==> config.mk <==
export PLATFORM = sky130hd
export DESIGN_NAME = frog_controller
export DESIGN_NICKNAME = d
export VERILOG_FILES = /design/src/rtl/frogger_pkg.sv /design/src/rtl/button_debounce.sv /design/src/rtl/frog_controller.sv
export SDC_FILE = /design/constraint.sdc
export NUM_CORES = 1
export LEC_CHECK = 0
export CORE_MARGIN = 3
export CORE_UTILIZATION = 40
export CTS_CLUSTER_SIZE = 8
export DETAILED_ROUTE_END_ITERATION = 7
export PLACE_DENSITY_LB_ADDON = 0.1
export SYNTH_ARGS = -nofsm -noshare
export SYNTH_HDL_FRONTEND = slang
export SYNTH_SLANG_ARGS = --single-unit
export TNS_END_PERCENT = 10
==> constraint.sdc <==
create_clock -name i_Clk -period 4.3 [get_ports i_Clk]
set_clock_uncertainty 0.1 [all_clocks]
set_input_delay 0.645 -clock i_Clk [delete_from_list [all_inputs] [get_ports i_Clk]]
set_output_delay 0.645 -clock i_Clk [all_outputs]
set_load 0.01 [all_outputs]
==> src/rtl/frogger_pkg.sv <==
// Shared screen geometry, FSM state encoding and button-priority helper for the frog controller.
package frogger_pkg;

  localparam int TILE_SIZE      = 32;
  localparam int H_VISIBLE_AREA = 640;
  localparam int V_VISIBLE_AREA = 480;
  localparam int START_X        = 320;
  localparam int START_Y        = V_VISIBLE_AREA - TILE_SIZE;

  localparam logic [3:0] LEVEL_MAX = 4'd15;

  typedef enum logic [1:0] {
    ALIVE = 2'd0,
    DEAD  = 2'd1,
    WIN   = 2'd2
  } state_t;

  typedef enum logic [2:0] {
    MOVE_NONE  = 3'd0,
    MOVE_UP    = 3'd1,
    MOVE_DOWN  = 3'd2,
    MOVE_LEFT  = 3'd3,
    MOVE_RIGHT = 3'd4
  } move_t;

  // Only one step per cycle; Up wins over Down over Left over Right.
  function automatic move_t pick_move(input logic up, input logic down,
                                      input logic left, input logic right);
    if (up)    return MOVE_UP;
    if (down)  return MOVE_DOWN;
    if (left)  return MOVE_LEFT;
    if (right) return MOVE_RIGHT;
    return MOVE_NONE;
  endfunction

endpackage

==> src/rtl/button_debounce.sv <==
// Synchronise and debounce one raw push button; press strobe is a single cycle on a debounced rise.
// Latency: 2 sync cycles + DEBOUNCE_CYCLES stable cycles to the strobe; no backpressure.
module button_debounce #(
  parameter int DEBOUNCE_CYCLES = 250000
) (
  input  logic i_Clk,
  input  logic i_Rst,
  input  logic i_Raw,
  output logic o_Level,
  output logic o_Press
);

  localparam int CW = $clog2(DEBOUNCE_CYCLES + 1);
  localparam logic [CW-1:0] CNT_LAST = CW'(DEBOUNCE_CYCLES - 1);

  logic          sync_q1;
  logic          sync_q2;
  logic [CW-1:0] cnt;

  always_ff @(posedge i_Clk or posedge i_Rst) begin
    if (i_Rst) begin
      sync_q1 <= 1'b0;
      sync_q2 <= 1'b0;
      cnt     <= '0;
      o_Level <= 1'b0;
      o_Press <= 1'b0;
    end else begin
      sync_q1 <= i_Raw;
      sync_q2 <= sync_q1;
      o_Press <= 1'b0;
      // Any cycle of agreement restarts the stability window.
      if (sync_q2 == o_Level) begin
        cnt <= '0;
      end else if (cnt == CNT_LAST) begin
        cnt     <= '0;
        o_Level <= sync_q2;
        o_Press <= sync_q2;
      end else begin
        cnt <= cnt + CW'(1);
      end
    end
  end

endmodule

==> src/rtl/frog_controller.sv <==
// Frog tile position, death/respawn and win/level tracking feeding the sprite display stage.
// Moves land one cycle after a debounced press strobe; no backpressure, outputs held between events.
module frog_controller
  import frogger_pkg::*;
#(
  parameter int DEBOUNCE_CYCLES = 250000,
  parameter int RESPAWN_CYCLES  = 12500000
) (
  input  logic       i_Clk,
  input  logic       i_Rst,
  input  logic       i_Switch_Up,
  input  logic       i_Switch_Down,
  input  logic       i_Switch_Left,
  input  logic       i_Switch_Right,
  input  logic [9:0] i_Car_X,
  input  logic [9:0] i_Car_Y,
  output logic [9:0] o_X_Position,
  output logic [9:0] o_Y_Position,
  output logic [3:0] o_Level,
  output logic       o_Dead,
  output logic       o_Win
);

  localparam logic [10:0] TILE    = 11'(TILE_SIZE);
  localparam logic [10:0] X_MAX   = 11'(H_VISIBLE_AREA - TILE_SIZE);
  localparam logic [10:0] Y_MAX   = 11'(V_VISIBLE_AREA - TILE_SIZE);
  localparam logic [9:0]  X_START = 10'(START_X);
  localparam logic [9:0]  Y_START = 10'(START_Y);
  localparam int          RW      = $clog2(RESPAWN_CYCLES + 1);
  localparam logic [RW-1:0] RESPAWN_LAST = RW'(RESPAWN_CYCLES - 1);

  logic [3:0] press;
  logic [3:0] btn_level_unused;

  button_debounce #(.DEBOUNCE_CYCLES(DEBOUNCE_CYCLES)) u_up (
    .i_Clk(i_Clk), .i_Rst(i_Rst), .i_Raw(i_Switch_Up),
    .o_Level(btn_level_unused[3]), .o_Press(press[3])
  );
  button_debounce #(.DEBOUNCE_CYCLES(DEBOUNCE_CYCLES)) u_down (
    .i_Clk(i_Clk), .i_Rst(i_Rst), .i_Raw(i_Switch_Down),
    .o_Level(btn_level_unused[2]), .o_Press(press[2])
  );
  button_debounce #(.DEBOUNCE_CYCLES(DEBOUNCE_CYCLES)) u_left (
    .i_Clk(i_Clk), .i_Rst(i_Rst), .i_Raw(i_Switch_Left),
    .o_Level(btn_level_unused[1]), .o_Press(press[1])
  );
  button_debounce #(.DEBOUNCE_CYCLES(DEBOUNCE_CYCLES)) u_right (
    .i_Clk(i_Clk), .i_Rst(i_Rst), .i_Raw(i_Switch_Right),
    .o_Level(btn_level_unused[0]), .o_Press(press[0])
  );

  logic [10:0]   fx, fy, cx, cy;
  logic [9:0]    up_y, down_y, left_x, right_x;
  logic          collision;
  move_t         move;
  state_t        state;
  logic [RW-1:0] respawn_cnt;

  // 11-bit compares so car/frog + TILE near the 10-bit limit cannot wrap.
  always_comb begin
    fx        = {1'b0, o_X_Position};
    fy        = {1'b0, o_Y_Position};
    cx        = {1'b0, i_Car_X};
    cy        = {1'b0, i_Car_Y};
    collision = (fx < cx + TILE) && (cx < fx + TILE) &&
                (fy < cy + TILE) && (cy < fy + TILE);
    up_y      = (fy < TILE) ? 10'd0 : 10'(fy - TILE);
    down_y    = (fy + TILE > Y_MAX) ? 10'(Y_MAX) : 10'(fy + TILE);
    left_x    = (fx < TILE) ? 10'd0 : 10'(fx - TILE);
    right_x   = (fx + TILE > X_MAX) ? 10'(X_MAX) : 10'(fx + TILE);
    move      = pick_move(press[3], press[2], press[1], press[0]);
  end

  always_ff @(posedge i_Clk or posedge i_Rst) begin
    if (i_Rst) begin
      state        <= ALIVE;
      o_X_Position <= X_START;
      o_Y_Position <= Y_START;
      o_Level      <= '0;
      o_Dead       <= 1'b0;
      o_Win        <= 1'b0;
      respawn_cnt  <= '0;
    end else begin
      o_Win <= 1'b0;
      case (state)
        ALIVE: begin
          if (collision) begin
            state       <= DEAD;
            o_Dead      <= 1'b1;
            respawn_cnt <= '0;
          end else if (o_Y_Position == 10'd0) begin
            // Win bookkeeping is applied on entry so it is visible alongside the pulse.
            state        <= WIN;
            o_Win        <= 1'b1;
            o_X_Position <= X_START;
            o_Y_Position <= Y_START;
            if (o_Level != LEVEL_MAX) o_Level <= o_Level + 4'd1;
          end else begin
            case (move)
              MOVE_UP:    o_Y_Position <= up_y;
              MOVE_DOWN:  o_Y_Position <= down_y;
              MOVE_LEFT:  o_X_Position <= left_x;
              MOVE_RIGHT: o_X_Position <= right_x;
              default:    ;
            endcase
          end
        end
        DEAD: begin
          if (respawn_cnt == RESPAWN_LAST) begin
            state        <= ALIVE;
            o_Dead       <= 1'b0;
            o_X_Position <= X_START;
            o_Y_Position <= Y_START;
          end else begin
            respawn_cnt <= respawn_cnt + RW'(1);
          end
        end
        WIN:     state <= ALIVE;
        default: state <= ALIVE;
      endcase
    end
  end

endmodule

==> insert_results.sql, run 1 <==
INSERT INTO impl_metrics (metric_group, metric, value, unit) VALUES
('run_status', 'run_status', 'completed', ''),
('critical_path', 'crit_type', 'reg -> reg', ''),
('critical_path', 'timing.critical_path.cells', 'ha_1 -> and3_1 -> xnor2_1 -> ha_1 -> o22ai_1 -> o21ai_0 -> o21ai_0 -> nor2_1 -> mux2_2', ''),
('sta', 'max_clock_freq', '0.2732', 'GHz'),
('global_routing', 'pin_count_of_the_biggest_net_entering_global_routing', '70', ''),
('clock_tree', 'tritoncts', 'built', ''),
('clock_tree', 'clock_latency', '0.41', 'ns'),
('floorplanning', 'floorplan.initialDensity', '0.4101', ''),
('logic_synthesis', 'post_synth_main_area_contributors', 'dfrtp_1 44%, nor2_1 6.8%, xor2_1 6.6%, xnor2_1 5.5%, ha_1 5.3%', ''),
('critical_path', 'rrSetupSlack', '0.64', 'ns'),
('critical_path', 'timing.critical_path.fanout_max', '12', ''),
('floorplanning', 'dieHeight', '139.6', 'microns'),
('sta', 'hold-worst-slack', '0.2451', 'ns'),
('global_routing', 'globalRoute.totalOverflow', '0', ''),
('floorplanning', 'io_pins', '52', ''),
('global_routing', 'groute.usage.overall', '0.1600', ''),
('logic_synthesis', 'postSynth.asyncResetShare', '1.000', ''),
('detailed_routing', 'drc_errors', '0', ''),
('hold_path', 'hold_class', 'reg -> reg', ''),
('floorplanning', 'fp.coreArea', '0.01742', 'sq mm'),
('clock_tree', 'cts_sinks', '130', ''),
('logic_synthesis', 'post_synth_inst_count', '758', ''),
('floorplanning', 'floorplan.rows', '48', ''),
('critical_path', 'worst_setup_path_startpoint', 'o_Y_Position[6]', ''),
('critical_path', 'end_kind', 'register', ''),
('hold_path', 'hold_start', 'u_down.sync_q1', ''),
('clock_tree', 'cts_resized', '0', ''),
('clock_tree', 'clock_tree.htree_level_count', '4', ''),
('sta', 'setup_viol', '0', ''),
('logic_synthesis', 'number_of_synthesis_warnings', '0', ''),
('cells_and_area', 'num-nets-final', '857', ''),
('sta', 'maxSlewViolCount', '0', ''),
('sta', 'setup_total_negative_slack', '0', 'ns'),
('detailed_routing', 'post_drt_wl_per_cell', '14.32', 'microns'),
('sta', 'tightest_slew', '0.8754', 'ns'),
('global_routing', 'first_global_vias', '5497', ''),
('global_routing', 'grt_antenna_before_repair', '0', ''),
('detailed_routing', 'iter_0_drt_violations', '310', ''),
('critical_path', 'worstSetupStartpointType', 'register', ''),
('power', 'p_leak', '0.003564', 'uW'),
('floorplanning', 'die_width', '139.6', 'microns'),
('sta', 'slew-limit-headroom', '0.4110', ''),
('global_routing', 'wire_length_of_the_first_global_routing_pass', '25.96', 'mm'),
('logic_synthesis', 'synth.top_cell.area_share', '0.4379', ''),
('power', 'cellPowerDensity', '358.2', 'mW/mm^2'),
('power', 'irDropWorstVdd', '0.2649', 'mV'),
('clock_tree', 'max-clock-path-buffers', '2', ''),
('logic_synthesis', 'syn-mean-instance-area', '9.424', 'sq um'),
('detailed_routing', 'detail-route-antenna-nets', '0', ''),
('critical_path', 'timing.critical_path.slowest_stage_cell', 'dfstp_2', ''),
('sta', 'layout_setup_ws', '0.6400', 'ns'),
('floorplanning', 'design.die.area', '0.01950', 'sq mm'),
('sta', 'period_share', '0.8512', ''),
('logic_synthesis', 'post_synth_num_cell_types', '63', ''),
('detailed_routing', 'detail_route.wirelength', '14.88', 'mm'),
('cells_and_area', 'drive_above_1_share', '0.07617', ''),
('logic_synthesis', 'post_synth_top_area_cell', 'dfrtp_1', ''),
('cells_and_area', 'insertedDiodeCount', '0', ''),
('place', 'detailedPlacementHpwl', '10.48', 'mm'),
('critical_path', 'critical_path.reg2reg.startpoint', 'o_Y_Position[6]', ''),
('logic_synthesis', 'yosys_register_bits', '130', ''),
('clock_tree', 'root_buffer_selected_by_cts', 'clkbuf_16', ''),
('clock_tree', 'post_cts_buffers', '0', ''),
('cells_and_area', 'syn_to_final_growth', '16.90', '%'),
('logic_synthesis', 'synth_seq_area_share', '0.4563', ''),
('critical_path', 'worstPathRequired', '4.50', 'ns'),
('detailed_routing', 'drt_pass1_iterations', '6', ''),
('clock_tree', 'clkSlewWorstSetupHoldPaths', '0.06', 'ns'),
('cells_and_area', 'fillerInstances', '1612', ''),
('place', 'gpl.final_weighted_congestion', '0.8462', ''),
('sta', 'layout_min_cycle_time', '3.660', 'ns');
==> kinds of logic (layout without fill, tap and decap cells) <==
| family | after synthesis | count (layout) | share of synthesized area |
|---|---|---|---|
| AO/OA/AOI/OAI | 86 | 86 | 0.07883 |
| XOR/XNOR | 99 | 99 | 0.1214 |
| adder cells (fa/ha/maj) | 30 | 30 | 0.05255 |
| buffers and inverters | 49 | 96 | 0.03240 |
| flip-flops | 130 | 130 | 0.4563 |
| multiplexers | 11 | 11 | 0.01699 |
| other | 1 | 10 | 0.0005250 |
| AND/OR/NAND/NOR | 352 | 352 | 0.2410 |
==> critical path, delay by kind of cell, from the launching register on <==
kind | cells | cell delay [ns]
AND/OR/NAND/NOR | 2 | 0.51
adder cells (fa/ha/maj) | 2 | 0.66
flip-flops | 1 | 0.65
XOR/XNOR | 1 | 0.09
multiplexers | 1 | 0.35
AO/OA/AOI/OAI | 3 | 1.19
==> stage by stage <==
stage                     area [sq um]  total power, uW  utilization  cells
after global placement            7755             1554       0.4453   1007
after floorplan                   7177             1491            -    767
after detailed placement          7755             1562       0.4453   1007
final                             8351             2991       0.4795   1039
after global routing              8351             3136       0.4795   1039
after CTS                         8351             3040       0.4795   1039
==> cell type report <==
cell class / count / area (sq um) / area share
timing repair buffer: 44 / 445.4 / 0.05334
clock inverter: 11 / 135.1 / 0.01618
clock buffer: 21 / 460.4 / 0.05514
tap: 225 / 281.5 / 0.03371
multi-input combinational: 588 / 3691 / 0.4420
sequential: 130 / 3259 / 0.3903
inverter: 20 / 77.57 / 0.009290
==> path summary, 6_finish.rpt <==
| check | end | cells past startpoint |
|---|---|---|
| max | o_Level[2] | 9 |
| min | u_down.sync_q2 | 0 |
| max reg2reg | o_Level[2] | 9 |
| min reg2reg | u_down.sync_q2 | 0 |
| max in group asynchronous | o_X_Position[8] | 3 |
| min in group asynchronous | u_down.cnt[12] | 2 |
==> metal layers <==
| layer | vias to the layer above | GRT usage | share of wire |
|---|---|---|---|
| met5 | - | 0 | 0 |
| met4 | 0 | 0.06425 | 0.020 |
| met3 | 25 | 0.04639 | 0.041 |
| met2 | 98 | 0.2560 | 0.47 |
| met1 | 2620 | 0.2051 | 0.47 |
| li1 | 2704 | - | - |
==> report_power, final <==
group	switching, uW	internal, uW	leakage, uW
Clock	516	935	0.000292
Sequential	41.9	1270	0.00174
Combinational	127	101	0.00153
Total	685	2310	0.00356
==> cell usage after synthesis (all sizes together) (2+ instances only) <==
cell type	number
nor2b	6
nand2	51
inv	20
xor2	54
clkbuf	15
dfrtp	125
or3	9
nor4	13
a31oi	2
nand2b	2
a22o	4
nor3b	6
nor2	131
nand3	61
mux2i	2
a211o	2
ha	30
or4	3
mux2	9
o21a	3
a22oi	3
o2111ai	2
and3	21
o221ai	3
o211ai	7
nor3	21
o21ai	21
nand3b	3
o22ai	3
nor4b	7
a211oi	2
dfstp	5
nand4	8
xnor2	45
or2	3
a21oi	23
nor4bb	3
buf	14
==> flip-flops by register name, indices dropped and copies added, names as in the netlist, 2 cells and up <==
name	flops
state	2
o_Y_Position	5
u_left.cnt	18
o_X_Position	5
o_Level	4
respawn_cnt	24
u_right.cnt	18
u_down.cnt	18
u_up.cnt	18
==> cell usage in the layout, fill, tap and decap left out, types with 20 or more instances in the layout <==
| cell type | Yosys | final |
|---|---|---|
| nor2_1 | 129 | 129 |
| dfrtp_1 | 125 | 125 |
| nand3_1 | 61 | 61 |
| xor2_1 | 54 | 54 |
| nand2_1 | 51 | 51 |
| xnor2_1 | 45 | 45 |
| clkdlybuf4s50_1 | 0 | 41 |
| ha_1 | 30 | 30 |
| a21oi_1 | 23 | 23 |
| o21ai_0 | 20 | 20 |
No activity file was read; power rests on OpenSTA's default activity.
==> run 2, diff against run 1 <==
Clock period 4.3 ns to 4.37 ns, I/O delays scaled along.
==> run 2 against run 1 <==
Effect of this change:
- non-clock buffer count did not move
- sequential share of layout area fell by 0.25 points
- worst hold slack better by 0.0028 ns
- fmax increased by 0.24%
- count of clock-buffer cells in the layout fell by 3
- sequential cell count is the same
- clock power is 8% higher
- via count is essentially flat
- highest routed layer unchanged
- combinational power barely moved
- sequential power about the same
- cell count is the same
==> insert_results.sql, run 2 (same netlist as run 1, synthesis figures left out) <==
INSERT INTO impl_metrics (metric_group, metric, value, unit) VALUES
('run_status', 'run_status', 'completed', ''),
('clock_tree', 'root_buffer_selected_by_cts', 'clkbuf_16', ''),
('sta', 'setup_viol', '0', ''),
('sta', 'maxSlewViolCount', '0', ''),
('sta', 'layout_min_cycle_time', '3.651', 'ns'),
('global_routing', 'groute.usage.overall', '0.1619', ''),
('clock_tree', 'hold_buffers', '0', ''),
('sta', 'layout_setup_ws', '0.7187', 'ns'),
('hold_path', 'min_delay_worst_endpoint', 'u_left.sync_q2', ''),
('floorplanning', 'design.die.area', '0.01950', 'sq mm'),
('cells_and_area', 'syn_to_final_growth', '17.66', '%'),
('floorplanning', 'floorplan.initialDensity', '0.4101', ''),
('critical_path', 'end_kind', 'register', ''),
('global_routing', 'pin_count_of_the_biggest_net_entering_global_routing', '67', ''),
('clock_tree', 'clkSlewWorstSetupHoldPaths', '0.06', 'ns'),
('power', 'power.switching', '699.2', 'uW'),
('place', 'placed_cells_incl_taps', '1007', ''),
('floorplanning', 'io_pins', '52', ''),
('cells_and_area', 'num-nets-final', '857', ''),
('detailed_routing', 'route.vias.total', '5446', ''),
('detailed_routing', 'post_drt_wl_per_cell', '14.50', 'microns'),
('power', 'post-layout-total-power', '3074', 'uW'),
('floorplanning', 'floorplan.rows', '48', ''),
('power', 'sequential_group_share_of_total_power', '0.420', ''),
('critical_path', 'rrSetupSlack', '0.72', 'ns'),
('sta', 'period_share', '0.8355', ''),
('critical_path', 'worstPathRequired', '4.56', 'ns'),
('cells_and_area', 'drive_above_1_share', '0.07862', ''),
('power', 'cellPowerDensity', '365.7', 'mW/mm^2'),
('detailed_routing', 'detail_route.wirelength', '15.06', 'mm'),
('global_routing', 'wire_length_of_the_first_global_routing_pass', '26.39', 'mm'),
('detailed_routing', 'drc_errors', '0', ''),
('hold_path', 'hold_start', 'u_left.sync_q1', ''),
('cells_and_area', 'final-instance-count-excl-fill', '1039', ''),
('clock_tree', 'post_cts_buffers', '0', ''),
('power', 'combinationalPowerShare', '0.073', ''),
('critical_path', 'rr_worst_depth', '9', ''),
('critical_path', 'crit_type', 'reg -> reg', ''),
('power', 'irDropWorstVdd', '0.2665', 'mV'),
('detailed_routing', 'detail-route-antenna-nets', '0', ''),
('clock_tree', 'cts_resized', '0', ''),
('critical_path', 'worstSetupStartpointType', 'register', ''),
('sta', 'slew-limit-headroom', '0.4046', ''),
('detailed_routing', 'drt_pass1_iterations', '5', ''),
('clock_tree', 'tritoncts', 'built', ''),
('cells_and_area', 'utilization', '0.4825', ''),
('hold_path', 'min_path_cells', '0', ''),
('place', 'detailedPlacementHpwl', '10.52', 'mm'),
('floorplanning', 'dieHeight', '139.6', 'microns'),
('sta', 'setup_total_negative_slack', '0', 'ns'),
('critical_path', 'worst_setup_path_startpoint', 'o_Y_Position[6]', ''),
('floorplanning', 'die_width', '139.6', 'microns'),
('sta', 'tightest_slew', '0.8849', 'ns'),
('detailed_routing', 'iter_0_drt_violations', '289', ''),
('power', 'power.internal', '2374', 'uW'),
('hold_path', 'hold_class', 'reg -> reg', ''),
('global_routing', 'first_global_vias', '5506', ''),
('clock_tree', 'tritoncts.num_buffers', '17', ''),
('critical_path', 'reg2reg_to', 'o_Level[2]', ''),
('place', 'gpl.final_weighted_congestion', '0.8193', ''),
('floorplanning', 'fp.coreArea', '0.01742', 'sq mm'),
('critical_path', 'timing.critical_path.arrival', '3.85', 'ns'),
('clock_tree', 'clock_tree.htree_level_count', '4', ''),
('place', 'port_buffers', '41', ''),
('cells_and_area', 'largest-register', 'respawn_cnt', ''),
('cells_and_area', 'layout.cells.most_common_list', '129 x nor2_1, 125 x dfrtp_1, 61 x nand3_1, 54 x xor2_1, 51 x nand2_1', ''),
('critical_path', 'timing.critical_path.fanout_max', '12', ''),
('sta', 'rsz_0062_raised_after_global_routing', 'false', ''),
('power', 'switching_share', '0.2275', ''),
('critical_path', 'critical_path.reg2reg.startpoint', 'o_Y_Position[6]', ''),
('clock_tree', 'cts_sinks', '130', ''),
('sta', 'final_hold_viol_count', '0', ''),
('global_routing', 'grt_antenna_before_repair', '0', ''),
('power', 'clock_power_share', '0.507', ''),
('clock_tree', 'clock_latency', '0.41', 'ns'),
('cells_and_area', 'insertedDiodeCount', '0', ''),
('run', 'cap_violations', '0', ''),
('global_routing', 'globalRoute.totalOverflow', '0', ''),
('cells_and_area', 'mostFrequentLayoutCell', 'nor2_1', ''),
('detailed_routing', 'post_drt_via_cell_ratio', '5.242', ''),
('sta', 'max_clock_freq', '0.2739', 'GHz'),
('clock_tree', 'max-clock-path-buffers', '2', ''),
('power', 'p_leak', '0.003583', 'uW'),
('place', 'pre_cts_slack', '0.3886', 'ns'),
('cells_and_area', 'largest_register_ff_count', '24', '');
[run 2: cell count changes in the layout (fill, tap and decap cells not counted)]
| cell | change |
|---|---|
| clkinv_2 | -2 |
| clkbuf_8 | -1 |
| bufinv_16 | +2 |
| clkinvlp_4 | +1 |
| clkbuf_1 | -2 |
| inv_6 | +1 |
| clkinv_4 | +1 |
[run 2: layout make-up]
class	count	area (sq um)
clock buffer	18	439.2
clock inverter	14	210.2
fill	1606	9012
inverter	20	77.57
multi-input combinational	588	3691
sequential	130	3259
tap	225	281.5
timing repair buffer	44	445.4
[run 2: worst max path at each step]
stage,endpoint,cells after the start
floorplan,o_Dead,1
global placement,o_Level[2],11
detailed placement,o_Level[2],11
CTS,o_Level[2],9
global route,o_Level[2],9
finish,o_Level[2],9
[run 2: critical path, cell delays in order (launching register included)]
cell and delay [ns]:
dfstp_2 0.67, ha_1 0.38, and3_1 0.33, xnor2_1 0.10
ha_1 0.29, o22ai_1 0.08, o21ai_0 0.58, o21ai_0 0.44
nor2_1 0.20, mux2_2 0.34
[run 2: power by group through the flow]
stage | Clock, uW | Combinational, uW | Sequential, uW
final | 1560 | 226 | 1290
after CTS | 1600 | 229 | 1290
after detailed placement | 0 | 228 | 1310
after global placement | 0 | 220 | 1310
after global routing | 1660 | 260 | 1300
after floorplan | 0 | 165 | 1300
[run 2: through the flow]
stage          cell area (sq um)  hold WS, ns
6_report                    8404       0.2479
4_1_cts                     8404       0.2500
3_5_place_dp                7755       0.2388
2_1_floorplan               7177       0.2312
5_1_grt                     8404       0.2572
3_3_place_gp                7755       0.2319
[run 2: per-layer routing]
layer,track usage,part of all wire,vias up
met5,0,0,-
met4,0.05405,0.0093,0
met3,0.03883,0.031,10
met2,0.2634,0.48,85
met1,0.2136,0.48,2644
li1,-,-,2707
